[config.mk]
export PLATFORM = sky130hd
export DESIGN_NAME = bcd_operand_entry
export DESIGN_NICKNAME = d
export VERILOG_FILES = /design/src/rtl/bcd_operand_entry.sv
export SDC_FILE = /design/constraint.sdc
export NUM_CORES = 1
export LEC_CHECK = 0
export ABC_AREA = 1
export CAP_MARGIN = 15
export CORE_MARGIN = 3
export CORE_UTILIZATION = 39
export DETAILED_ROUTE_END_ITERATION = 8
export MAX_ROUTING_LAYER = met4
export PLACE_DENSITY_LB_ADDON = 0.12
export SLEW_MARGIN = 20
export SYNTH_ARGS = -nofsm -noshare
export SYNTH_HDL_FRONTEND = slang
export SYNTH_SLANG_ARGS = --single-unit
[constraint.sdc]
create_clock -name CLOCK_50 -period 1.3 [get_ports CLOCK_50]
set_clock_uncertainty 0.2 [all_clocks]
set_input_delay 0.13 -clock CLOCK_50 [delete_from_list [all_inputs] [get_ports CLOCK_50]]
set_output_delay 0.13 -clock CLOCK_50 [all_outputs]
set_load 0.005 [all_outputs]
[src/rtl/bcd_operand_entry.sv]
// rtl/bcd_operand_entry.sv - two-press BCD operand capture with debounce and valid/ready hold (option macro: DEBOUNCE_FILTER_EN)
module bcd_operand_entry #(
    parameter int DEBOUNCE_CYCLES = 250000,
    parameter int CNT_W           = 18
) (
    input  logic       CLOCK_50,
    input  logic       reset,
    input  logic [3:0] digit_in,
    input  logic       cin_in,
    input  logic       enter_n,
    output logic [3:0] out_a,
    output logic [3:0] out_b,
    output logic       out_cin,
    output logic       out_valid,
    input  logic       out_ready,
    output logic [1:0] state_led,
    output logic       err
);

    localparam logic [1:0] S_A    = 2'b00;
    localparam logic [1:0] S_B    = 2'b01;
    localparam logic [1:0] S_HOLD = 2'b10;

    // The counter must be able to reach DEBOUNCE_CYCLES-1
    if (DEBOUNCE_CYCLES < 1 || (DEBOUNCE_CYCLES - 1) >= (1 << CNT_W)) begin : g_bad_cfg
        $error("bcd_operand_entry: CNT_W too narrow for DEBOUNCE_CYCLES");
    end

    logic sync1_q, sync2_q;
    logic db_q;
    logic db_prev_q;
    logic press;

    // Two-flop synchronizer for the asynchronous pushbutton; idles released (1)
    always_ff @(posedge CLOCK_50 or posedge reset) begin
        if (reset) begin
            sync1_q <= 1'b1;
            sync2_q <= 1'b1;
        end else begin
            sync1_q <= enter_n;
            sync2_q <= sync1_q;
        end
    end

`ifdef DEBOUNCE_FILTER_EN
    logic [CNT_W-1:0] cnt_q;

    // Accept a level change only after it has been stable for DEBOUNCE_CYCLES
    always_ff @(posedge CLOCK_50 or posedge reset) begin
        if (reset) begin
            cnt_q <= '0;
            db_q  <= 1'b1;
        end else if (sync2_q != db_q) begin
            if (cnt_q == CNT_W'(DEBOUNCE_CYCLES - 1)) begin
                db_q  <= sync2_q;
                cnt_q <= '0;
            end else begin
                cnt_q <= cnt_q + 1'b1;
            end
        end else begin
            cnt_q <= '0;
        end
    end
`else
    // No filter: the synchronized level is used directly
    always_comb db_q = sync2_q;
`endif

    // Remember the previous debounced level for falling-edge detection
    always_ff @(posedge CLOCK_50 or posedge reset) begin
        if (reset) db_prev_q <= 1'b1;
        else       db_prev_q <= db_q;
    end

    // One-cycle pulse when the debounced button goes from released to pressed
    assign press = db_prev_q & ~db_q;

    logic [1:0] state_q, state_d;
    logic [3:0] a_q, a_d, b_q, b_d;
    logic       cin_q, cin_d;
    logic       valid_q, valid_d;
    logic       err_q, err_d;
    logic       digit_ok;

    assign digit_ok = (digit_in <= 4'd9);

    // FSM state register
    always_ff @(posedge CLOCK_50 or posedge reset) begin
        if (reset) state_q <= S_A;
        else       state_q <= state_d;
    end

    // Next-state: legal presses advance A->B->HOLD, the handshake returns to A
    always_comb begin
        state_d = state_q;
        case (state_q)
            S_A:     if (press && digit_ok) state_d = S_B;
            S_B:     if (press && digit_ok) state_d = S_HOLD;
            S_HOLD:  if (out_ready)         state_d = S_A;
            default: state_d = S_A;
        endcase
    end

    // Capture logic; a press in HOLD is ignored, so a coincident press and ready drops the press
    always_comb begin
        a_d     = a_q;
        b_d     = b_q;
        cin_d   = cin_q;
        valid_d = valid_q;
        err_d   = err_q;
        case (state_q)
            S_A: begin
                if (press) begin
                    if (digit_ok) begin
                        a_d   = digit_in;
                        err_d = 1'b0;
                    end else begin
                        err_d = 1'b1;
                    end
                end
            end
            S_B: begin
                if (press) begin
                    if (digit_ok) begin
                        b_d     = digit_in;
                        cin_d   = cin_in;
                        err_d   = 1'b0;
                        valid_d = 1'b1;
                    end else begin
                        err_d = 1'b1;
                    end
                end
            end
            S_HOLD: begin
                if (out_ready) valid_d = 1'b0;
            end
            default: valid_d = 1'b0;
        endcase
    end

    // Operand registers persist after the transfer so the display keeps showing them
    always_ff @(posedge CLOCK_50 or posedge reset) begin
        if (reset) begin
            a_q     <= 4'd0;
            b_q     <= 4'd0;
            cin_q   <= 1'b0;
            valid_q <= 1'b0;
            err_q   <= 1'b0;
        end else begin
            a_q     <= a_d;
            b_q     <= b_d;
            cin_q   <= cin_d;
            valid_q <= valid_d;
            err_q   <= err_d;
        end
    end

    assign out_a     = a_q;
    assign out_b     = b_q;
    assign out_cin   = cin_q;
    assign out_valid = valid_q;
    assign err       = err_q;
    assign state_led = state_q;

endmodule
==> summary.txt <==
Outcome
  – Outcome: complete, but fails checks
  – Failing checks: setup timing

Floorplan
  – Die ar.: 2230 um2
  – Initial core utilization: 42.5%
  – DIE HEIGHT: 47.2 um
  – Num rows: 14
  – Die width: 47.2 um
  – # IOs: 22
  – Core area: 1560 um2

Global route
  – Largest net degree at the start of global routing: 17
  – Vias in the first global route: 546
  – GR Util All Layers: 15.2%
  – Gr ovfl total: 0
  – Initial antenna violation count: 0
  – First-pass GRT wire length: 2230 um

Synthesis
  – Ys async rst share: 100%
  – Mapped Cells: 67
  – Top cell type's share of synthesized area: 49.1%
  – Post-synth EDFFs: 0
  – Area leader, netlist: dfrtp_1
  – Mapped Area: 663 um2
  – Count leader, synth: nand2_1
  – Syn_area_per_cell: 9.90 um2
  – Top cells by count, synth: 37 x nand2_1, 13 x dfrtp_1, 4 x inv_1, 3 x dfstp_2
  – Main synth FF type: dfrtp_1
  – Syn Nets: 76
  – Distinct cells, synth: 14
  – Top cells by area, synth: dfrtp_1 49%, nand2_1 21%, dfstp_2 12%, nor2_8 3.0%, nand3_4 2.6%
  – Synthesized flop and latch total: 16
  – Sequential area share after synthesis: 60.9%
  – Warnings from Yosys: 0

Final layout
  – Share of cells above drive strength 1: 29.8%
  – Synth-to-Final Area Change: 55.5%
  – Fill cells: 138
  – Nets@finish: 114
  – # diodes: 0
  – Final Core Density: 66.1%
  – Final non-filler cell total: 120

Detailed routing
  – Drt total wl: 1320 um
  – Vias/cell: 4.65
  – First DRT Iteration DRCs: 6
  – DRC Markers: 0
  – Final ANT Viol Nets: 0
  – Routed vias: 558
  – Wirelength per Cell: 11.0 um
  – First-pass DRT Iterations: 4

Timing
  – Fmax: 0.713 GHz
  – Worst Setup Slack, final: -0.103 ns
  – Setup violations, final: 11
  – Slew @ Worst Pin: 0.199 ns
  – Slew Limit Fails: 0
  – Hold Fails Final Rpt: 0
  – Relative slew slack: 86.7%
  – Tmin final: 1.40 ns
  – RSZ-0062 raised after global routing: yes
  – Final period util: 108%

Clocking
  – CTS tree: built
  – Clock root buffer: clkbuf_4
  – Worst-Skew Late Latency: 0.29 ns
  – Clk buf depth: 2
  – TritonCTS Buffers: 3
  – Reg clk slew, reported paths: 0.09 ns
  – CTS sink cnt: 16
  – Htree depth: 1

Pwr
  – Power share of the combinational group: 39.7%
  – P_sw: 0.557 mW
  – PD cells: 1750 nW/um2
  – Clk pwr share: 18.0%
  – Sequential Power Share: 42.3%
  – Leak pwr: 0.543 nW
  – Switching part of the total: 30.8%
  – Maximum VDD drop: 0.000929 V
  – Design Power: 1.81 mW
  – P_int: 1.25 mW

Flow run
  – MaxCap Viol Count: 0

Place
  – Port bufs: 21
  – Inst Count DP: 109
  – Gp weighted congestion: 0.763
  – Post-DP HPWL: 962 um

Setup path
  – WP data arrival: 1.38 ns
  – CP Class: register to register
  – Reg-to-reg endpoint: out_a[1]$_DFFE_PP0P_
  – Worst-path maximum fanout: 5
  – Crit start category: register
  – Reg2Reg Depth: 7
  – Worst r2r src: db_prev_q$_DFF_PP1_
  – CP required: 1.28 ns
  – CP Capture Type: register
  – Internal reg-to-reg setup slack: -0.10 ns

Worst hold path
  – Hold wc startpoint: enter_n
  – Hold endpoint: sync1_q$_DFF_PP1_
  – Hold Crit Depth: 1
  – Hold WC Path Type: input port to register
==> cell type report <==
| class | count | area (um2) | area share (%) |
|---|---|---|---|
| Clock buffer | 4 | 36.3 | 3.52 |
| Inverter | 6 | 27.5 | 2.67 |
| Multi-Input combinational cell | 45 | 246 | 23.9 |
| Sequential cell | 16 | 404 | 39.2 |
| Tap cell | 16 | 20.0 | 1.94 |
| Timing Repair Buffer | 33 | 297 | 28.8 |
==> metal layers <==
layer / up-vias / wire length [um] / track usage, %
met1: 255 / 594 / 16.9
met2: 17 / 625 / 24.1
met3: 5 / 60 / 3.45
li1: 281 / - / -
met4: 0 / 42 / 9.94
met5: - / 0 / -
==> stage by stage <==
step	hold WS (ns)	TNS, ns	cell area (um2)	setup WS, ns
floorplan	-0.158	-0.0855	663	-0.0214
global placement	0.147	-2.20	931	-0.218
detailed placement	0.148	-2.30	931	-0.234
CTS	0.0271	-0.844	991	-0.120
global route	0.0403	-1.68	1030	-0.183
finish	0.0383	-0.786	1030	-0.103
==> worst max-delay path, cell delays in order (launching register included) <==
cell and delay (ns):
dfstp_2 0.54, inv_2 0.04, nor2_4 0.15, nand2_4 0.10, nor2_8 0.12, inv_4 0.05
nand2_1 0.05, nand2_1 0.05
==> sequential cells by signal, summed over array words and instances (netlist names) <==
signal / cells
out_a: 4
out_b: 4
state_led: 2
db_prev_q: 1
db_q: 1
err: 1
out_cin: 1
out_valid: 1
sync1_q: 1
==> power groups by stage <==
stage	clock (mW)	combinational, mW	sequential, mW
2_1_floorplan	0	0.250	0.795
3_5_place_dp	0	0.703	0.783
4_1_cts	0.339	0.636	0.762
5_1_grt	0.360	0.802	0.785
3_3_place_gp	0	0.697	0.786
6_report	0.326	0.718	0.765
==> repair_timing <==
item / 4_1_cts / 5_1_grt
setup endpoints to repair: 24 / 22
hold buffers: 1 / 0
pin swaps: 0 / 1
buffers inserted: 3 / 3
gates resized for setup: 16 / 10
hold endpoints to repair: 13 / 0
==> cell families after synthesis <==
group                  synth area share (%)
buffers and inverters                  3.77
and+or+nand+nor                        30.9
DFF                                    60.9
AOI/OAI and AO/OA                      4.34
==> cells in the final DEF (no fill, tap or decap), drive strengths merged <==
| master | count |
|---|---|
| nor2 | 3 |
| buf | 11 |
| dlygate4sd3 | 1 |
| inv | 6 |
| nand2 | 38 |
| clkdlybuf4s15 | 8 |
| nand3 | 1 |
| o21ai | 2 |
| dfrtp | 13 |
| dfstp | 3 |
| dlygate4sd2 | 5 |
| clkdlybuf4s50 | 8 |
| o31ai | 1 |
| clkbuf | 4 |
==> how the worst max path moves through the flow <==
stage	startpoint	endpoint	slack [ns]	cells after the start
floorplan	db_prev_q$_DFF_PP1_	out_a[0]$_DFFE_PP0P_	-0.02	7
global placement	digit_in[1]	out_a[1]$_DFFE_PP0P_	-0.22	7
detailed placement	digit_in[1]	out_a[1]$_DFFE_PP0P_	-0.23	7
CTS	db_prev_q$_DFF_PP1_	out_a[1]$_DFFE_PP0P_	-0.12	7
global route	db_prev_q$_DFF_PP1_	out_a[1]$_DFFE_PP0P_	-0.18	7
finish	db_prev_q$_DFF_PP1_	out_a[1]$_DFFE_PP0P_	-0.10	7
Note: power is estimated with default switching activity, not from simulation.
